==> config.mk <==
export PLATFORM = sky130hd
export DESIGN_NAME = mem_port_arbiter
export DESIGN_NICKNAME = d
export VERILOG_FILES = /design/src/rtl/mem_port_arbiter.sv
export SDC_FILE = /design/constraint.sdc
export NUM_CORES = 1
export LEC_CHECK = 0
export ABC_AREA = 0
export CORE_MARGIN = 1.5
export CORE_UTILIZATION = 35
export CTS_CLUSTER_DIAMETER = 150
export DETAILED_ROUTE_END_ITERATION = 10
export GPL_TIMING_DRIVEN = 0
export SYNTH_ARGS = -nofsm -noshare
export SYNTH_HDL_FRONTEND = slang
export SYNTH_SLANG_ARGS = --single-unit
==> constraint.sdc <==
create_clock -name clk -period 2.2 [get_ports clk]
set_clock_uncertainty 0.05 [all_clocks]
set_input_delay 0.44 -clock clk [delete_from_list [all_inputs] [get_ports clk]]
set_output_delay 0.44 -clock clk [all_outputs]
set_load 0.1 [all_outputs]
==> src/rtl/mem_port_arbiter.sv <==
// Shares one single-ported sync-read SRAM between instruction fetch and load/store.
// Latency: store resp T+2, load/aligned fetch T+3, split (halfword-offset) fetch T+4 after accept edge T.
// Backpressure: requests held by ready (one grant per arbitration cycle); responses are unconditional pulses.
//
// Ports:
//   clk, rst_n                      clock, synchronous active-low reset
//   if_req_*  / if_resp_*           instruction fetch request (addr) and response (instr)
//   dm_req_*  / dm_resp_*           load/store request (we, width, sign, addr, wdata) and response (rdata)
//   sram_*                          SRAM macro command (en, we, wmask, addr, wdata) and read data
module mem_port_arbiter #(
    parameter int ADDR_WIDTH   = 32,
    parameter int SRAM_AW      = 12,
    parameter int STARVE_LIMIT = 4
) (
    input  logic                  clk,
    input  logic                  rst_n,
    input  logic                  if_req_valid,
    input  logic [ADDR_WIDTH-1:0] if_req_addr,
    output logic                  if_req_ready,
    output logic                  if_resp_valid,
    output logic [31:0]           if_resp_instr,
    input  logic                  dm_req_valid,
    input  logic                  dm_req_we,
    input  logic [1:0]            dm_req_width,
    input  logic                  dm_req_sign,
    input  logic [ADDR_WIDTH-1:0] dm_req_addr,
    input  logic [31:0]           dm_req_wdata,
    output logic                  dm_req_ready,
    output logic                  dm_resp_valid,
    output logic [31:0]           dm_resp_rdata,
    output logic                  sram_en,
    output logic                  sram_we,
    output logic [3:0]            sram_wmask,
    output logic [SRAM_AW-1:0]    sram_addr,
    output logic [31:0]           sram_wdata,
    input  logic [31:0]           sram_rdata
);

    localparam int                SW  = $clog2(STARVE_LIMIT + 1);
    localparam logic [SW-1:0]     LIM = SW'(STARVE_LIMIT);

    typedef enum logic [2:0] {IDLE, ISSUE0, ISSUE1, CAPT, RESP} state_t;

    state_t               r_state;
    logic [SW-1:0]        r_starve;
    logic                 r_is_if;
    logic                 r_we;
    logic [1:0]           r_width;
    logic                 r_sign;
    logic [SRAM_AW+1:0]   r_addr;
    logic [31:0]          r_word0;
    logic                 r_if_resp_vld;
    logic [31:0]          r_if_resp_instr;
    logic                 r_dm_resp_vld;
    logic [31:0]          r_dm_resp_rdata;
    logic                 r_sram_en;
    logic                 r_sram_we;
    logic [3:0]           r_sram_wmask;
    logic [SRAM_AW-1:0]   r_sram_addr;
    logic [31:0]          r_sram_wdata;

    logic                 w_arb;
    logic                 w_force_if;
    logic                 w_unused;

    // Address bits above the SRAM window are deliberately ignored.
    assign w_unused = ^{if_req_addr[ADDR_WIDTH-1:SRAM_AW+2], dm_req_addr[ADDR_WIDTH-1:SRAM_AW+2]};

    // Arbitration happens in IDLE and RESP; data wins unless fetch has starved long enough.
    assign w_arb        = (r_state == IDLE) || (r_state == RESP);
    assign w_force_if   = (r_starve >= LIM);
    assign dm_req_ready = w_arb & dm_req_valid & ~(if_req_valid & w_force_if);
    assign if_req_ready = w_arb & if_req_valid & ~dm_req_ready;

    assign if_resp_valid = r_if_resp_vld;
    assign if_resp_instr = r_if_resp_instr;
    assign dm_resp_valid = r_dm_resp_vld;
    assign dm_resp_rdata = r_dm_resp_rdata;
    assign sram_en       = r_sram_en;
    assign sram_we       = r_sram_we;
    assign sram_wmask    = r_sram_wmask;
    assign sram_addr     = r_sram_addr;
    assign sram_wdata    = r_sram_wdata;

    function automatic logic [3:0] f_wmask(input logic [1:0] width, input logic [1:0] off);
        case (width)
            2'b00:   return 4'b0001 << off;
            2'b01:   return off[1] ? 4'b1100 : 4'b0011;
            2'b10:   return 4'b1111;
            default: return 4'b0000;
        endcase
    endfunction

    // Sub-word store data is replicated so the byte mask alone selects the lane.
    function automatic logic [31:0] f_wdata(input logic [1:0] width, input logic [31:0] d);
        case (width)
            2'b00:   return {4{d[7:0]}};
            2'b01:   return {2{d[15:0]}};
            default: return d;
        endcase
    endfunction

    function automatic logic [31:0] f_load(input logic [1:0] width, input logic sign,
                                           input logic [1:0] off, input logic [31:0] w);
        logic [31:0] sh;
        logic [15:0] h;
        sh = w >> {off, 3'b000};
        h  = off[1] ? w[31:16] : w[15:0];
        case (width)
            2'b00:   return {{24{sign & sh[7]}}, sh[7:0]};
            2'b01:   return {{16{sign & h[15]}}, h};
            2'b10:   return w;
            default: return 32'h0;
        endcase
    endfunction

    always_ff @(posedge clk) begin
        if (!rst_n) begin
            r_state         <= IDLE;
            r_starve        <= '0;
            r_is_if         <= 1'b0;
            r_we            <= 1'b0;
            r_width         <= 2'b00;
            r_sign          <= 1'b0;
            r_addr          <= '0;
            r_word0         <= 32'h0;
            r_if_resp_vld   <= 1'b0;
            r_if_resp_instr <= 32'h0;
            r_dm_resp_vld   <= 1'b0;
            r_dm_resp_rdata <= 32'h0;
            r_sram_en       <= 1'b0;
            r_sram_we       <= 1'b0;
            r_sram_wmask    <= 4'b0000;
            r_sram_addr     <= '0;
            r_sram_wdata    <= 32'h0;
        end else begin
            r_if_resp_vld <= 1'b0;
            r_dm_resp_vld <= 1'b0;
            r_sram_en     <= 1'b0;
            r_sram_we     <= 1'b0;

            if (!if_req_valid || if_req_ready)
                r_starve <= '0;
            else if (dm_req_ready)
                r_starve <= r_starve + SW'(1);

            case (r_state)
                IDLE, RESP: begin
                    if (dm_req_ready) begin
                        r_state      <= ISSUE0;
                        r_is_if      <= 1'b0;
                        r_we         <= dm_req_we;
                        r_width      <= dm_req_width;
                        r_sign       <= dm_req_sign;
                        r_addr       <= dm_req_addr[SRAM_AW+1:0];
                        // Invalid width never touches the SRAM but still completes.
                        r_sram_en    <= (dm_req_width != 2'b11);
                        r_sram_we    <= dm_req_we & (dm_req_width != 2'b11);
                        r_sram_addr  <= dm_req_addr[SRAM_AW+1:2];
                        r_sram_wmask <= dm_req_we ? f_wmask(dm_req_width, dm_req_addr[1:0]) : 4'b0000;
                        if (dm_req_we)
                            r_sram_wdata <= f_wdata(dm_req_width, dm_req_wdata);
                    end else if (if_req_ready) begin
                        r_state      <= ISSUE0;
                        r_is_if      <= 1'b1;
                        r_we         <= 1'b0;
                        r_width      <= 2'b10;
                        r_sign       <= 1'b0;
                        r_addr       <= if_req_addr[SRAM_AW+1:0];
                        r_sram_en    <= 1'b1;
                        r_sram_addr  <= if_req_addr[SRAM_AW+1:2];
                        r_sram_wmask <= 4'b0000;
                    end else begin
                        r_state <= IDLE;
                    end
                end
                ISSUE0: begin
                    if (!r_is_if && r_we) begin
                        r_state         <= RESP;
                        r_dm_resp_vld   <= 1'b1;
                        r_dm_resp_rdata <= 32'h0;
                    end else if (r_is_if && r_addr[1]) begin
                        // Second half of a straddling instruction lives in the next word (wraps).
                        r_state     <= ISSUE1;
                        r_sram_en   <= 1'b1;
                        r_sram_addr <= r_addr[SRAM_AW+1:2] + SRAM_AW'(1);
                    end else begin
                        r_state <= CAPT;
                    end
                end
                ISSUE1: begin
                    r_word0 <= sram_rdata;
                    r_state <= CAPT;
                end
                CAPT: begin
                    r_state <= RESP;
                    if (r_is_if) begin
                        r_if_resp_vld   <= 1'b1;
                        r_if_resp_instr <= r_addr[1] ? {sram_rdata[15:0], r_word0[31:16]} : sram_rdata;
                    end else begin
                        r_dm_resp_vld   <= 1'b1;
                        r_dm_resp_rdata <= f_load(r_width, r_sign, r_addr[1:0], sram_rdata);
                    end
                end
                default: r_state <= IDLE;
            endcase
        end
    end

endmodule

# Yosys cells after proc, flatten, opt, wreduce, memory -nomap -nowiden
# Index checks and enable logic that the tools add are counted.
[word_totals]
register_bits = 173
latchBits = 0
ramBits = 0
romBits = 0
in_bits = 136
elab_cells = 108
n_memories = 0
[op_classes]
n_addsub = 2
multipliers = 0
div = 0
order_cmp = 1
eq_ne = 14
shifts = 2
muxes = 40
n_bitwise = 11
reduce_logical = 21
[ops]
columns = ["operator", "count"]
rows = [
  ["$pmux W32 S2", 2],
  ["$mux W32", 3],
  ["$pmux W32 S3", 1],
  ["$mux W12", 4],
  ["$shr A32 B5 Y8", 1],
  ["$mux W14", 2],
  ["$pmux W12 S2", 1],
  ["$mux W16", 1],
  ["$mux W4", 4],
  ["$mux W1", 15],
  ["$add A12 B1 Y12 const B", 1],
  ["$pmux W3 S4", 1],
  ["$pmux W4 S3", 1],
  ["$ne A2 B2 Y1 const B", 5],
  ["$reduce_and A3 Y1", 3],
  ["$and A1 B1 Y1", 8],
  ["$eq A3 B2 Y1 const B", 2],
  ["$reduce_and A2 Y1", 3],
  ["$reduce_bool A2 Y1", 3],
  ["$eq A2 B1 Y1 const B", 2],
  ["$eq A2 B2 Y1 const B", 2],
  ["$logic_not A2 Y1", 2],
  ["$mux W2", 2],
  ["$pmux W1 S2", 2],
  ["14 further kinds", 20],
]

# Depth between registers and ports, before layout
# Gate-level depths: netlist (run 1).
[logic_depth]
word_depth = 9
depth_mapped = 7

# Worst setup path after synthesis (run 1)
# No wires, ideal clock.
[synth_timing]
kind = "input port to flip-flop"
from = "input dm_req_valid"
to = "register r_addr[0]"
setup_time_ns = 0.128
arrival_time_ns = 2.143
path_slack_ns = -0.121
stages = 5
cell_sequence = "nor3b_2 nand2_1 clkinv_1 a222oi_1 nor2_1"
[synth_via]
elab_chain_len = 6
elab_cells_between_ends = 7
[synth_lines]
columns = ["element", "line", "source"]
rows = [
  ["start: declaration", "22", "input logic dm_req_valid,"],
  ["$and A1 B1 Y1 * (2 in series)", "72", "assign dm_req_ready = w_arb & dm_req_valid & ~(if_req_valid & w_force_if);"],
  ["named net dm_req_ready", "28", "output logic dm_req_ready,"],
  ["$not A1 Y1", "73", "assign if_req_ready = w_arb & if_req_valid & ~dm_req_ready;"],
  ["$and A1 B1 Y1", "73", ""],
  ["$reduce_bool A2 Y1 (no source line)", "n/a", ""],
  ["$reduce_and A2 Y1 (no source line)", "n/a", ""],
  ["end signal: assignment", "155", "r_addr <= dm_req_addr[SRAM_AW+1:0];"],
  ["end signal: assignment", "169", "r_addr <= if_req_addr[SRAM_AW+1:0];"],
  ["end: declaration", "50", "logic [SRAM_AW+1:0] r_addr;"],
]
# The timed path passes the listed nets; every way through them passes the cells marked *.
# A chain may end at the register's enable or synchronous reset.

# Final worst setup path (run 1)
[layout_timing]
from = "register r_dm_resp_rdata[15], in the netlist dm_resp_rdata[15]"
to = "output dm_resp_rdata[15]"
[layout_lines]
columns = ["element", "line", "source"]
rows = [
  ["start: declaration", "55", "logic [31:0] r_dm_resp_rdata;"],
  ["start signal: assignment", "202", "r_dm_resp_rdata <= f_load(r_width, r_sign, r_addr[1:0], sram_rdata);"],
  ["end: declaration", "30", "output logic [31:0] dm_resp_rdata,"],
]
# No word-level cell between the ends.

==> results of run 1 <==
worst min path at each step:
stage / startpoint / end / slack, ns / cells past startpoint
after floorplan: r_word0[23]$_SDFFE_PN0N_ / r_word0[23]$_SDFFE_PN0N_ / 0.39 / 2
after CTS: r_word0[27]$_SDFFE_PN0N_ / r_word0[27]$_SDFFE_PN0N_ / 0.41 / 2
final: sram_wdata[26]$_SDFFE_PN0P_ / sram_wdata[26]$_SDFFE_PN0P_ / 0.40 / 2
after detailed placement: r_word0[27]$_SDFFE_PN0N_ / r_word0[27]$_SDFFE_PN0N_ / 0.40 / 2
after global routing: sram_wdata[31]$_SDFFE_PN0P_ / sram_wdata[31]$_SDFFE_PN0P_ / 0.42 / 2
after global placement: sram_wmask[1]$_SDFFE_PN0P_ / sram_wmask[1]$_SDFFE_PN0P_ / 0.39 / 2
power by group:
part           switching (mW)  internal [mW]
clock                    1.27           2.12
combinational            3.76           1.45
sequential              0.311           3.29
total                    5.34           6.85
metrics by stage:
stage	setup TNS, ns	worst slack [ns]
2_1_floorplan	0	0.3328
5_1_grt	-0.04083	-0.01226
6_report	0	0.03433
4_1_cts	-0.01207	-0.01207
3_3_place_gp	-56.31	-1.277
3_5_place_dp	-57.80	-1.322
cell usage after synthesis, types with 11 or more instances:
library cell / instances
sky130_fd_sc_hd__a211oi_1: 42
sky130_fd_sc_hd__a21oi_1: 62
sky130_fd_sc_hd__a22o_1: 18
sky130_fd_sc_hd__a22oi_1: 11
sky130_fd_sc_hd__a311oi_1: 17
sky130_fd_sc_hd__buf_2: 20
sky130_fd_sc_hd__clkbuf_1: 42
sky130_fd_sc_hd__dfxtp_1: 157
sky130_fd_sc_hd__mux2i_1: 44
sky130_fd_sc_hd__nand2_1: 124
sky130_fd_sc_hd__nand3_1: 24
sky130_fd_sc_hd__nor2_1: 73
sky130_fd_sc_hd__o21ai_0: 44
placed cells by master (no fill, tap or decap), types with 5 or more instances in the layout:
| cell | count |
|---|---|
| sky130_fd_sc_hd__a211oi_1 | 42 |
| sky130_fd_sc_hd__a21oi_1 | 62 |
| sky130_fd_sc_hd__a221oi_1 | 10 |
| sky130_fd_sc_hd__a22o_1 | 18 |
| sky130_fd_sc_hd__a22oi_1 | 11 |
| sky130_fd_sc_hd__a311oi_1 | 17 |
| sky130_fd_sc_hd__a31oi_1 | 5 |
| sky130_fd_sc_hd__a32o_1 | 7 |
| sky130_fd_sc_hd__and3_1 | 7 |
| sky130_fd_sc_hd__buf_1 | 7 |
| sky130_fd_sc_hd__buf_2 | 20 |
| sky130_fd_sc_hd__buf_4 | 5 |
| sky130_fd_sc_hd__bufinv_16 | 5 |
| sky130_fd_sc_hd__clkbuf_1 | 34 |
| sky130_fd_sc_hd__clkbuf_16 | 17 |
| sky130_fd_sc_hd__clkbuf_2 | 9 |
| sky130_fd_sc_hd__clkdlybuf4s15_1 | 8 |
| sky130_fd_sc_hd__clkdlybuf4s50_1 | 97 |
| sky130_fd_sc_hd__dfxtp_1 | 157 |
| sky130_fd_sc_hd__dlygate4sd2_1 | 108 |
| sky130_fd_sc_hd__inv_1 | 6 |
| sky130_fd_sc_hd__mux2_2 | 9 |
| sky130_fd_sc_hd__mux2i_1 | 43 |
| sky130_fd_sc_hd__nand2_1 | 122 |
| sky130_fd_sc_hd__nand2b_1 | 5 |
| sky130_fd_sc_hd__nand3_1 | 24 |
| sky130_fd_sc_hd__nor2_1 | 73 |
| sky130_fd_sc_hd__nor2b_1 | 10 |
| sky130_fd_sc_hd__nor3_1 | 9 |
| sky130_fd_sc_hd__o21ai_0 | 44 |
| sky130_fd_sc_hd__o22a_1 | 7 |
| sky130_fd_sc_hd__o2bb2ai_1 | 8 |
routing by layer:
layer | share of wire (%) | global-route usage (%) | vias to the layer above
met3 | 8.7 | 7.335 | 31
met4 | 1.7 | 6.566 | 0
met2 | 45 | 38.29 | 303
met1 | 44 | 32.82 | 3444
li1 | - | - | 3524
met5 | 0 | 0 | -
kinds of logic (layout without fill, tap and decap cells):
logic type,count (synthesis),in the layout,synth area share [%]
AOI/OAI and AO/OA,253,253,24.58
xor gates and xnor gates,4,4,0.4895
adders and majority gates,2,2,0.3496
buffers and inverters,82,333,4.948
DFF,157,157,43.92
muxes,54,54,7.885
and+or+nand+nor,283,283,17.83
layout make-up:
cell class              instances  area (µm²)  share of cell area (%)
plain buffers                  73       331.6                   3.220
repair buffers                220        2072                   20.12
well taps                     270       337.8                   3.280
clock inverters                12       209.0                   2.029
clock buffers                  20       466.7                   4.532
multi-input cells             596        3696                   35.89
inverters                       8       42.54                  0.4131
flip-flops and latches        157        3143                   30.52
sequential cells by signal, indices dropped and copies added, names as in the netlist:
signal and cells:
sram_wmask 4, r_width 2, r_sign 1, r_word0 16, dm_resp_rdata 32, if_resp_instr 32
r_state 3, r_addr 14, sram_addr 12, r_starve 3, r_we 1, sram_we 1
dm_resp_valid 1, sram_wdata 32, if_resp_valid 1, r_is_if 1, sram_en 1
repair_timing:
item / CTS / global route
hold buffers: 0 / 0
endpoints found under the hold margin: 0 / 0
endpoints found under the setup margin: 189 / 48
pin swaps: 1 / 2
resized for setup: 145 / 20
setup buffers: 0 / 4
==> out/metrics.sh, run 1 <==
RUN_STATUS='complete, no violations'
TIMING.FINAL.CRIT_SHARE_PCT=98.44
PLACE_AREA_MM2=0.009659
DIEWIDTH_UM=146.0
POSTROUTEWIRELENGTH_MM=26.00
CLOCK_TREE_SINKS=157
GLOBAL_ROUTE.USAGE.TOTAL_PCT=24.46
TIMING.CRITICAL_PATH.FROM='dm_resp_rdata[15]$_SDFFE_PN0P_'
POWER-PER-CELL-AREA_mW_PER_MM2=1184
WORSTREG2REGEND='sram_en$_SDFF_PN0_'
DIE-HEIGHT_UM=146.0
FLOORPLAN.INITIALDENSITY_PCT=35.48
FIRSTDRTPASSITERS=5
SYNTH_AREA_PER_CELL_UM2=8.571
NUMBER_OF_ENABLE_TYPE_REGISTER_CELLS_IN_THE_SYNTHESIZED_NETLIST=0
FINALCRITICALPERIOD_NS=2.166
TIMING.CRITICAL_PATH.SLOWEST_CELL_DELAY_NS=0.88
SYNTH_TOP_CELLS_BY_AREA='sky130_fd_sc_hd__dfxtp_1 44%, sky130_fd_sc_hd__nand2_1 6.5%, sky130_fd_sc_hd__mux2i_1 6.2%'
SYN_TO_FINAL_GROWTH_PCT=43.90
PEAKVDDDROP_V=0.0008514
LEAKAGEPOWER_nW=4.131
CLOCK.FMAX_MHz=461.8
R2R_SETUP_SLACK_NS=0.10
WORSTSKEWPAIRLATENCY_NS=0.43
YS_SEQ_ELEMENTS=157
HOLD-WORST-SLACK_NS=0.4027
CTS_TREE='done'
CTS_MAX_LEVEL=4
POSTSYNTH.ASYNCRESETSHARE_PCT=0
WORST-PATH-STAGES=1
DRC=0
SYNTHDOMINANTCELLAREASHARE_PCT=43.92
AVGROUTEDWIREPERCELL_UM=19.17
TOTAL_DESIGN_POWER_mW=12.20
FLOORPLAN.CORE_AREA_MM2=0.02017
CRIT-REG2REG-LAUNCH='r_addr[1]$_SDFFE_PN0P_'
ROUTED-VIA-COUNT=7302
UNREPAIRED_SETUP_ENDPOINTS_AFTER_GLOBAL_ROUTING='yes'
NUM_IO_PINS=254
GRT_FIRST_PASS_WIRELENGTH_MM=40.39
PATH_CLASS='flop to output pin'
DIE_AREA_MM2=0.02131
CRITPATHMAXFANOUT=2
CRIT_ARRIVAL_NS=1.68
LAYOUT.CELL_AREA.NON_FILLER_MM2=0.01030
TIMING.CRITICAL_PATH.REQUIRED_NS=1.71
PLACEMENT_ROWS=52
PATH_DELAY_FAMILY='buffers and inverters'
REG2REGPATHDEPTH=5
DRIVE_ABOVE_1_SHARE_PCT=9.300
CRIT_PATH_END='dm_resp_rdata[15]'
CLOCK_PATH_BUFFERS=2
SEQ_AREA_FRAC_SYNTH_PCT=43.92
SLOWEST_STAGE='sky130_fd_sc_hd__dlygate4sd2_1'
IO_BUFFERS=216
GRT_MAX_DEGREE=17
CTS_BUFFERS=17
NETLIST-CELL-TYPE-COUNT=63
VIAS_PER_CELL=5.385
PLACED_CELLS=1321
NUM_ANTENNA_CELLS=0
DETAIL_ROUTE.ITER0.VIOLATIONS=532
GRT_PASS1_VIAS=7065
CP_NUM_BUF_INV=1
POST_SYN_INSTANCES=835
WORST-SLEW-PIN-TRANSITION_NS=1.040
NETS=1211
CLOCKROOTBUFFER='sky130_fd_sc_hd__clkbuf_16'
FINALWEIGHTEDCONGESTION=0.8472
CRIT_PATH_CELL_TRACE='dlygate4sd2_1'
DRV_SLEW=0
SLEW_HEADROOM_PCT=30.96
FINALSETUPVIOLCOUNT=0
DRT.ANTENNA.VIOLATING_NETS=0
STDCELL_COUNT=1356
FINAL-HOLD-VIOLATION-COUNT=0
SYNTHESIZED_NET_COUNT=973
GRT_ANTENNA_BEFORE_REPAIR=0
HOLD_PATH.CLASS='flop to flop'
FINISH.UTILIZATION_PCT=51.06
MAX_CAP_VIOLATIONS=0
GRT-OVFL-TOTAL=0
DP_HPWL_MM=19.18
YOSYS.AREA.TOP_TYPE='sky130_fd_sc_hd__dfxtp_1'
CP-START-KIND='flop'
WORST_SETUP_PATH_END_KIND='output pin'
MAPPEDNETLISTAREA_MM2=0.007157
YOSYS_WARNINGS=0
POSTSYNTH.TOPFLOPCELL='sky130_fd_sc_hd__dfxtp_1'
NFILLCELLS=2029
CLK_PIN_SLEW_WORST_PATHS_NS=0.06
Note: power is estimated with default switching activity, not from simulation.
==> run 2: changes to the inputs <==
--- a/config.mk
+++ b/config.mk
@@ -11,6 +11,7 @@
 export CTS_CLUSTER_DIAMETER = 150
 export DETAILED_ROUTE_END_ITERATION = 10
 export GPL_TIMING_DRIVEN = 0
+export RECOVER_POWER = 50
 export SYNTH_ARGS = -nofsm -noshare
 export SYNTH_HDL_FRONTEND = slang
 export SYNTH_SLANG_ARGS = --single-unit
==> results of run 2 <==
The final DEF is identical to that of run 1; final timing and power are the same.
==> run 3: changes to the inputs <==
--- a/config.mk
+++ b/config.mk
@@ -10,8 +10,11 @@
 export CORE_UTILIZATION = 35
 export CTS_CLUSTER_DIAMETER = 150
 export DETAILED_ROUTE_END_ITERATION = 10
+export GPL_ROUTABILITY_DRIVEN = 0
 export GPL_TIMING_DRIVEN = 0
+export HOLD_SLACK_MARGIN = 0.05
 export RECOVER_POWER = 50
+export SETUP_SLACK_MARGIN = 0.1
 export SYNTH_ARGS = -nofsm -noshare
 export SYNTH_HDL_FRONTEND = slang
 export SYNTH_SLANG_ARGS = --single-unit
==> out/metrics.sh, run 3 (synthesis results as in run 1) <==
PEAKVDDDROP_V=0.0008620  # was 0.0008514 V
CP_NUM_BUF_INV=3  # was 1
LAYOUT.CELL_AREA.NON_FILLER_MM2=0.01032  # was 0.01030 mm²
PLACED_CELLS=1321  # unchanged
CP-START-KIND='flop'  # unchanged
SETUP_SLACK_NS=0.1235  # was 0.03433 ns
FINISH.UTILIZATION_PCT=51.19  # was 51.06%
FIRSTDRTPASSITERS=6  # was 5
PATH_CLASS='flop to output pin'  # unchanged
FRACTION_OF_MET2_TRACKS_USED_BY_GLOBAL_ROUTING_PCT=38.40  # was 38.29%
MOST-COMMON-LAYOUT-CELLS='157 x sky130_fd_sc_hd__dfxtp_1, 122 x sky130_fd_sc_hd__nand2_1, 95 x sky130_fd_sc_hd__clkdlybuf4s50_1, 73 x sky130_fd_sc_hd__nor2_1, 62 x sky130_fd_sc_hd__a21oi_1'  # was 157 x sky130_fd_sc_hd__dfxtp_1, 122 x sky130_fd_sc_hd__nand2_1, 108 x sky130_fd_sc_hd__dlygate4sd2_1, 97 x sky130_fd_sc_hd__clkdlybuf4s50_1, 73 x sky130_fd_sc_hd__nor2_1
POSTROUTEWIRELENGTH_MM=26.16  # was 26.00 mm
TIMING.FINAL.CRIT_SHARE_PCT=94.38  # was 98.44%
DRT.ANTENNA.VIOLATING_NETS=0  # unchanged
TIMING.CRITICAL_PATH.SLOWEST_CELL_DELAY_NS=0.34  # was 0.88 ns
VIAS_PER_CELL=5.358  # was 5.385
MULTI_INPUT_COMB_AREA_MM2=0.003710  # was 0.003696 mm²
CLOCK.FMAX_MHz=481.6  # was 461.8 MHz
WORST-SLEW-PIN-TRANSITION_NS=0.9577  # was 1.040 ns
TIMING.CRITICAL_PATH.REQUIRED_NS=1.71  # about the same
DETAIL_ROUTE.ITER0.VIOLATIONS=594  # was 532
CRITPATHMAXFANOUT=10  # was 2
CLOCK_PATH_BUFFERS=2  # unchanged
USE_MET1_PCT=32.78  # was 32.82%
LEAKAGEPOWER_nW=3.763  # was 4.131 nW
GLOBAL_ROUTE.USAGE.TOTAL_PCT=24.50  # was 24.46%
DRV_SLEW=0  # unchanged
DIE_AREA_MM2=0.02131  # unchanged
PLACEMENT_ROWS=52  # unchanged
SETUP-TNS-FINAL_NS=0  # unchanged
FINAL-HOLD-VIOLATION-COUNT=0  # unchanged
R2R_SETUP_SLACK_NS=0.13  # was 0.10 ns
MIN_DELAY_PATH_DEPTH=3  # was 2
AVGROUTEDWIREPERCELL_UM=19.25  # was 19.17 µm
CRIT_ARRIVAL_NS=1.59  # was 1.68 ns
CTS_MAX_LEVEL=4  # unchanged
NETS=1214  # was 1,211
NFILLCELLS=2001  # was 2,029
WORST_SETUP_PATH_END_KIND='output pin'  # unchanged
SYN_TO_FINAL_GROWTH_PCT=44.27  # was 43.90%
CLOCKROOTBUFFER='sky130_fd_sc_hd__clkbuf_16'  # unchanged
DRC=0  # unchanged
CRIT_PATH_CELL_TRACE='buf_6 > nor3b_4 > nand2_4 > inv_8 > buf_12'  # was dlygate4sd2_1
REG2REGPATHDEPTH=7  # was 5
GRT-OVFL-TOTAL=0  # unchanged
CRIT-REG2REG-LAUNCH='r_state[1]$_SDFF_PN0_'  # was r_addr[1]$_SDFFE_PN0P_
HOLD_PATH.CLASS='primary input to flop'  # was flop to flop
BUSIEST_LAYER='met2'  # unchanged
FINALSETUPVIOLCOUNT=0  # unchanged
GRT_PASS1_VIAS=7119  # was 7,065
FLOORPLAN.INITIALDENSITY_PCT=35.48  # unchanged
TIMING.CRITICAL_PATH.FROM='r_state[1]$_SDFF_PN0_'  # was dm_resp_rdata[15]$_SDFFE_PN0P_
PLACE_AREA_MM2=0.009659  # unchanged
MOST_COMMON_LIBRARY_CELL_IN_THE_LAYOUT_IGNORING_FILL_AND_TAPS='sky130_fd_sc_hd__dfxtp_1'  # unchanged
PLACE_WORST_SETUP_SLACK_NS=-1.322  # unchanged
SLEW_HEADROOM_PCT=36.40  # was 30.96%
PATH_DELAY_FAMILY='simple AND/OR/NAND/NOR gates'  # was buffers and inverters
FF_LATCH_AREA_MM2=0.003143  # unchanged
MAX_CAP_VIOLATIONS=0  # unchanged
UNREPAIRED_SETUP_ENDPOINTS_AFTER_GLOBAL_ROUTING='yes'  # unchanged
GRT_MAX_DEGREE=17  # unchanged
WORSTSKEWPAIRLATENCY_NS=0.43  # about the same
DP_HPWL_MM=19.18  # unchanged
CLK_PIN_SLEW_WORST_PATHS_NS=0.06  # about the same
DIEWIDTH_UM=146.0  # unchanged
GRT_FIRST_PASS_WIRELENGTH_MM=40.47  # was 40.39 mm
STDCELL_COUNT=1359  # was 1,356
WHS_ENDPOINT='r_starve[2]$_SDFFE_PP0P_'  # was sram_wdata[26]$_SDFFE_PN0P_
WORSTREG2REGEND='sram_addr[3]$_SDFFE_PN0P_'  # was sram_en$_SDFF_PN0_
DRIVE_ABOVE_1_SHARE_PCT=19.47  # was 9.300%
FINALCRITICALPERIOD_NS=2.076  # was 2.166 ns
CLOCK_TREE_SINKS=157  # unchanged
TIMING.HOLD.WORST.START='if_req_valid'  # was sram_wdata[26]$_SDFFE_PN0P_
RUN_STATUS='complete, no violations'  # unchanged
NUM_IO_PINS=254  # unchanged
DIE-HEIGHT_UM=146.0  # unchanged
IO_BUFFERS=216  # unchanged
CTS_TREE='done'  # unchanged
GRT_ANTENNA_BEFORE_REPAIR=0  # unchanged
POWER-PER-CELL-AREA_mW_PER_MM2=1188  # was 1184 mW/mm²
FLOORPLAN.CORE_AREA_MM2=0.02017  # unchanged
ROUTED-VIA-COUNT=7282  # was 7,302
USE_MET3_PCT=7.210  # was 7.335%
CTS_BUFFERS=17  # unchanged
SLOWEST_STAGE='sky130_fd_sc_hd__dfxtp_1'  # was sky130_fd_sc_hd__dlygate4sd2_1
NUM_ANTENNA_CELLS=0  # unchanged
[run 3: cell count changes in the layout (fill, tap and decap cells not counted), sizes merged]
cell	before	now
dlygate4sd3	0	1
dlymetal6s2s	0	2
inv	8	9
buf	36	35
clkinv	5	4
clkbuf	64	114
dlygate4sd2	108	1
clkdlybuf4s15	8	68
clkdlybuf4s50	97	95
[run 3: what timing repair did]
action                                  4_1_cts  5_1_grt
gates resized for setup                     318       74
pin swaps                                     1        2
cloned                                        0        0
endpoints found under the setup margin      199      140
hold buffers                                  0        0
setup buffers                                 2        5
[run 3: layout make-up]
class	instances	area share, %
buffer	73	3.333
clock buffer	20	4.520
clock inverter	12	2.024
inverter	8	0.3635
multi-input combinational	596	35.93
sequential	157	30.44
tap	270	3.272
timing repair buffer	223	20.12
[run 3: worst max-delay path by stage]
| stage | cells past startpoint | slack, ns | end |
|---|---|---|---|
| floorplan | 5 | 0.33 | r_addr[0]$_SDFFE_PN0P_ |
| global placement | 5 | -1.28 | dm_req_ready |
| detailed placement | 5 | -1.32 | dm_req_ready |
| CTS | 5 | 0.002 | dm_req_ready |
| global route | 6 | -0.02 | sram_addr[10]$_SDFFE_PN0P_ |
| finish | 5 | 0.12 | dm_req_ready |
[run 3: power by group]
group          total, mW  internal [mW]  switching, mW  leakage (nW)
clock               3.38           2.12           1.26         0.323
sequential          3.61           3.29          0.321          1.28
combinational       5.28           1.50           3.78          2.16
total               12.3           6.90           5.36          3.76
[run 3: stage by stage]
step           hold WS (ns)  power (mW)
6_report             0.4033       12.27
5_1_grt              0.3967       12.82
4_1_cts              0.4058       12.26
3_5_place_dp         0.3971       8.864
3_3_place_gp         0.3880       8.855
2_1_floorplan        0.3860       7.433
[run 3: worst register-to-register path, delay by kind of cell (launching register included)]
| kind | cells | cell delay (ns) |
|---|---|---|
| DFF | 1 | 0.34 |
| and+or+nand+nor | 2 | 0.47 |
| buffers and inverters | 3 | 0.79 |
| AOI/OAI and AO/OA | 2 | 0.38 |
[run 3: metal layers]
metal | routed length [µm] | vias to the layer above
met5 | 0 | -
met4 | 495 | 0
met3 | 2147 | 31
met2 | 11710 | 290
met1 | 11800 | 3432
li1 | - | 3529
